[config.mk]
export PLATFORM = sky130hd
export DESIGN_NAME = pad_out_serializer
export DESIGN_NICKNAME = d
export VERILOG_FILES = /design/src/rtl/pad_out_serializer.sv
export SDC_FILE = /design/constraint.sdc
export NUM_CORES = 1
export LEC_CHECK = 0
export BUFFER_PORTS_ARGS = -buffer_cell sky130_fd_sc_hd__buf_2
export CORE_UTILIZATION = 52
export CTS_CLUSTER_DIAMETER = 40
export DETAILED_ROUTE_END_ITERATION = 8
export HOLD_SLACK_MARGIN = 0.05
export PLACE_DENSITY = 0.76
export REMOVE_ABC_BUFFERS = 1
export SLEW_MARGIN = 20
export SYNTH_ARGS = -nofsm -noshare
export SYNTH_HDL_FRONTEND = slang
export SYNTH_SLANG_ARGS = --single-unit
[constraint.sdc]
create_clock -name clk -period 5.1 [get_ports clk]
set_clock_uncertainty 0.05 [all_clocks]
set_input_delay 0.255 -clock clk [delete_from_list [all_inputs] [get_ports clk]]
set_output_delay 0.255 -clock clk [all_outputs]
set_load 0.01 [all_outputs]
[src/rtl/pad_out_serializer.sv]
// Pad-side output serializer: DEPTH-entry FIFO feeding an MSB-first, LANES-wide
// beat shifter. Define PAD_OUT_PARITY_EN to append an even-parity beat per word.
module pad_out_serializer #(
  parameter int DATA_W = 8,
  parameter int LANES  = 1,
  parameter int DEPTH  = 4
) (
  input  logic                       clk,
  input  logic                       rst,
  input  logic                       in_valid,
  output logic                       in_ready,
  input  logic [DATA_W-1:0]          in_data,
  output logic                       out_valid,
  output logic [LANES-1:0]           out_value,
  output logic [$clog2(DEPTH+1)-1:0] fill
);

  localparam int BEATS  = DATA_W / LANES;
  localparam int FILL_W = $clog2(DEPTH + 1);
  localparam int PTR_W  = (DEPTH > 1) ? $clog2(DEPTH) : 1;
`ifdef PAD_OUT_PARITY_EN
  localparam int LAST   = BEATS;
`else
  localparam int LAST   = BEATS - 1;
`endif
  localparam int CNT_W  = (LAST > 0) ? $clog2(LAST + 1) : 1;

  localparam logic [0:0] S_IDLE = 1'b0;
  localparam logic [0:0] S_SEND = 1'b1;

  generate
    if (DATA_W % LANES != 0) begin : g_bad_lanes
      $error("pad_out_serializer: DATA_W must be a multiple of LANES");
    end
    if (DEPTH < 2 || (DEPTH & (DEPTH - 1)) != 0) begin : g_bad_depth
      $error("pad_out_serializer: DEPTH must be a power of two >= 2");
    end
  endgenerate

  logic [DATA_W-1:0] mem [DEPTH];
  logic [PTR_W-1:0]  wr_ptr;
  logic [PTR_W-1:0]  rd_ptr;
  logic [0:0]        state;
  logic [CNT_W-1:0]  beat_cnt;
  logic [DATA_W-1:0] shreg;
  logic [DATA_W-1:0] head;
  logic              push;
  logic              pop;
  logic              last_beat;
`ifdef PAD_OUT_PARITY_EN
  logic              par;
`endif

  // Handshake: a word transfers on an edge where in_valid && in_ready; in_ready
  // depends only on registered fill, so a full FIFO refuses even while popping.
  assign in_ready  = (fill < FILL_W'(DEPTH));
  assign push      = in_valid && in_ready;
  assign last_beat = (state == S_SEND) && (beat_cnt == CNT_W'(LAST));
  assign pop       = (fill != '0) && ((state == S_IDLE) || last_beat);
  assign head      = mem[rd_ptr];

  always_ff @(posedge clk) begin
    if (push) mem[wr_ptr] <= in_data;
  end

  always_ff @(posedge clk) begin
    if (rst) begin
      wr_ptr <= '0;
      rd_ptr <= '0;
      fill   <= '0;
    end else begin
      if (push) wr_ptr <= wr_ptr + PTR_W'(1);
      if (pop)  rd_ptr <= rd_ptr + PTR_W'(1);
      case ({push, pop})
        2'b10:   fill <= fill + FILL_W'(1);
        2'b01:   fill <= fill - FILL_W'(1);
        default: fill <= fill;
      endcase
    end
  end

  // Loading a word emits beat 0 immediately; later beats come from the shifter.
  always_ff @(posedge clk) begin
    if (rst) begin
      state     <= S_IDLE;
      beat_cnt  <= '0;
      shreg     <= '0;
      out_valid <= 1'b0;
      out_value <= '0;
`ifdef PAD_OUT_PARITY_EN
      par       <= 1'b0;
`endif
    end else if (pop) begin
      state     <= S_SEND;
      beat_cnt  <= '0;
      shreg     <= head << LANES;
      out_valid <= 1'b1;
      out_value <= head[DATA_W-1 -: LANES];
`ifdef PAD_OUT_PARITY_EN
      par       <= ^head;
`endif
    end else if (last_beat) begin
      state     <= S_IDLE;
      beat_cnt  <= '0;
      out_valid <= 1'b0;
      out_value <= '0;
    end else if (state == S_SEND) begin
      beat_cnt <= beat_cnt + CNT_W'(1);
`ifdef PAD_OUT_PARITY_EN
      if (beat_cnt == CNT_W'(BEATS - 1)) begin
        out_value <= LANES'(par);
      end else begin
        out_value <= shreg[DATA_W-1 -: LANES];
        shreg     <= shreg << LANES;
      end
`else
      out_value <= shreg[DATA_W-1 -: LANES];
      shreg     <= shreg << LANES;
`endif
    end
  end

endmodule
==> run_results.csv <==
group,metric,value,unit
outcome,status,"finished clean",
timing,slew_headroom,0.498,
detailed_routing,vias,1217,
hold_path,holdPathEnd,"mem[0][3]$_DFFE_PP_",
synthesis,synth_seq_cells,53,
synthesis,synth_simple_gate_area_frac,0.0888,
setup_path,crit_path_end_kind,"register",
global_routing,grt_usage,0.176,
synthesis,synthTopCellsByArea,"edfxtp_1, dfxtp_1, mux4_2",
synthesis,synthMuxAreaShare,0.0935,
global_routing,antenna_found_initial,0,
setup_path,cp.required,5280,ps
setup_path,r2r_setup_slack,2470,ps
cells_and_area,multi_input_area,682,µm²
global_routing,grt_pass1_vias,1187,
synthesis,synth-xor-area-share,0.0123,
synthesis,synth_edf_count,32,
cts,cts_inserted_buffers,5,
detailed_routing,wire_per_inst,14.4,µm
timing,tightestPinTransition,749,ps
cts,clk_latency,290,ps
cts,cts_resized,0,
setup_path,path_class,"register to register",
detailed_routing,drc,0,
cts,cts_setup_buffers,0,
floorplan,row_count,22,
cts,h-tree-depth,2,
floorplan,core_area,3800,µm²
floorplan,fp.dieH,66.2,µm
detailed_routing,drtAntennaViolNets,0,
global_routing,grt_pass1_wl,5420,µm
timing,finalSetupViolCount,0,
synthesis,async_flop_share,0,
pwr,peakVddDrop,0.324,mV
floorplan,ios,17,
cells_and_area,syn_to_final_growth,9.58,%
timing,slew_viol_final,0,
setup_path,timing.rr.start,"beat_cnt[0]$_SDFFE_PP0P_",
timing,rsz0062_at_grt,"no",
cts,hold_buffers,0,
timing,tns,0,ps
cells_and_area,drive_gt1_frac,0.187,
synthesis,synth_area_per_cell,13.7,µm²
cts,path_clk_slew,90,ps
synthesis,synthAdderAreaFrac,0.0502,
setup_path,r2r-end,"fill[2]$_SDFFE_PP0P_",
hold_path,hold_start,"in_data[3]",
cells_and_area,diodes,0,
synthesis,synth_area,2140,µm²
placement,pre_cts_ws,2500,ps
job,drv_cap,0,
detailed_routing,finalWirelength,3160,µm
hold_path,min_path_cells,1,
cts,cts_tree,"built",
cells_and_area,finalNetCount,189,
timing,setup_ws,2470,ps
cells_and_area,ff_latch_area,1380,µm²
timing,finalCriticalPeriod,2630,ps
synthesis,synth_warnings,0,
timing,period_share,0.516,
detailed_routing,drt_pre_antenna_iters,4,
setup_path,start_kind,"register",
placement,gp_congestion,0.723,
timing,fmax,380,MHz
synthesis,synth_seq_area_share,0.645,
synthesis,synth_top_family_by_area,"multiplexers",
cells_and_area,fillers,293,
detailed_routing,drt_iter0_markers,57,
synthesis,synth-compound-area-share,0.0736,
placement,io_buffers,16,
synthesis,synth_cells,156,
setup_path,cp_max_fo,11,
synthesis,synth_area_leader_cell,"edfxtp_1",
timing,hold_violations,0,
pwr,p_leak,0.845,nW
floorplan,die_w,66.2,µm
global_routing,overflow,0,
cts,cts_sinks,53,
synthesis,synth_top_area_share,0.449,
placement,hpwl,2180,µm
synthesis,synth_cell_types,31,
floorplan,die_area,4380,µm²
cts,cts.path.max_buffers,2,
setup_path,arrival,2820,ps
cts,cts-root-buf,"clkbuf_8",
pwr,p_per_area,548,nW/µm²
hold_path,hold_path.class,"input pin to register",
global_routing,grt_max_degree,22,
detailed_routing,viasPerCell,5.56,
synthesis,synth_flop_cell,"edfxtp_1",
floorplan,start_util,0.564,
setup_path,worstRegToRegCells,10,
## worst max-delay path, stage by stage (launching register included)
cell     delay [ps]
dfxtp_1         340
ha_1            210
ha_1            230
nor2b_1         540
nor2_1          170
ha_1            250
inv_1            70
fa_1            180
xor2_1           80
or3_1           300
a21oi_1         140
## worst max path at each step
stage | from | endpoint | slack (ps)
6_report | beat_cnt[0]$_SDFFE_PP0P_ | fill[2]$_SDFFE_PP0P_ | 2470
5_1_grt | beat_cnt[0]$_SDFFE_PP0P_ | fill[2]$_SDFFE_PP0P_ | 2300
4_1_cts | beat_cnt[0]$_SDFFE_PP0P_ | fill[2]$_SDFFE_PP0P_ | 2490
3_5_place_dp | beat_cnt[0]$_SDFFE_PP0P_ | fill[2]$_SDFFE_PP0P_ | 2500
3_3_place_gp | beat_cnt[0]$_SDFFE_PP0P_ | fill[2]$_SDFFE_PP0P_ | 2650
2_1_floorplan | beat_cnt[0]$_SDFFE_PP0P_ | fill[2]$_SDFFE_PP0P_ | 2830
## state kept, by name (all words and copies together), names as in the netlist, named ones only
signal and count:
rd_ptr 2, fill 3, out_value 1, state 1, shreg 7, beat_cnt 3, wr_ptr 2, mem 32
## kinds of logic after synthesis
logic type,count (synthesis)
flip-flops,53
AND/OR/NAND/NOR,38
multiplexers,10
AO/OA/AOI/OAI,26
buffers and inverters,18
adder cells (fa/ha/maj),8
XOR/XNOR,3
## cell usage after synthesis (3+ instances only)
library cell  instances
or3_1                 3
nand2_1               6
edfxtp_1             32
nor2_1               14
mux4_2                8
clkbuf_1              4
a211oi_1              6
inv_1                 9
dfxtp_1              21
buf_2                 3
a21oi_1              14
ha_1                  7
nand3_1               3
and2_1                4
## per-layer routing
metal / track usage / wire, µm / share of wire
met5: 0 / 0 / 0
met4: 0.0851 / 48 / 0.015
met3: 0.0431 / 90 / 0.028
met2: 0.288 / 1580 / 0.50
met1: 0.220 / 1440 / 0.46
## power breakdown
group | switching, mW | internal (mW) | total [mW]
Clock | 0.123 | 0.144 | 0.267
Sequential | 0.0688 | 0.559 | 0.628
Combinational | 0.223 | 0.168 | 0.391
Total | 0.415 | 0.871 | 1.29
## layout make-up
cell class                      count  area share
Clock inverter                      3      0.0176
Inverter                            9      0.0144
Timing Repair Buffer               16      0.0341
Sequential cell                    53       0.588
Multi-Input combinational cell     85       0.291
Tap cell                           48      0.0256
Clock buffer                        5      0.0293
## per-stage QoR
step	total power [mW]	cells	cell area, µm²	hold WS (ps)	util
floorplan	0.919	147	2100	274	-
global placement	1.01	211	2240	409	0.589
detailed placement	1.03	211	2240	422	0.589
CTS	1.30	219	2350	107	0.618
global route	1.38	219	2350	107	0.618
finish	1.29	219	2350	118	0.618
## placed cells by master, fill, tap and decap left out, drive strengths merged
| cell | netlist | layout |
|---|---|---|
| mux4 | 8 | 8 |
| nand2b | 1 | 1 |
| clkbuf | 4 | 5 |
| clkinvlp | 0 | 1 |
| xnor2 | 1 | 1 |
| mux2i | 2 | 2 |
| clkinv | 0 | 1 |
| ha | 7 | 7 |
| edfxtp | 32 | 32 |
| a211oi | 6 | 6 |
| a32oi | 1 | 1 |
| o21ai | 2 | 2 |
| and2 | 4 | 4 |
| dfxtp | 21 | 21 |
| nand3 | 3 | 3 |
| a31oi | 1 | 1 |
| nor2b | 2 | 2 |
| inv | 9 | 9 |
| nand2 | 6 | 6 |
| a21oi | 14 | 14 |
| nor3 | 2 | 2 |
| a311oi | 1 | 1 |
| a31o | 1 | 1 |
| nand3b | 2 | 2 |
| buf | 5 | 16 |
| bufinv | 0 | 1 |
| nor3b | 1 | 1 |
| fa | 1 | 1 |
| or3 | 3 | 3 |
| xor2 | 2 | 2 |
| nor2 | 14 | 14 |
Power figures use the tool's default switching activity.
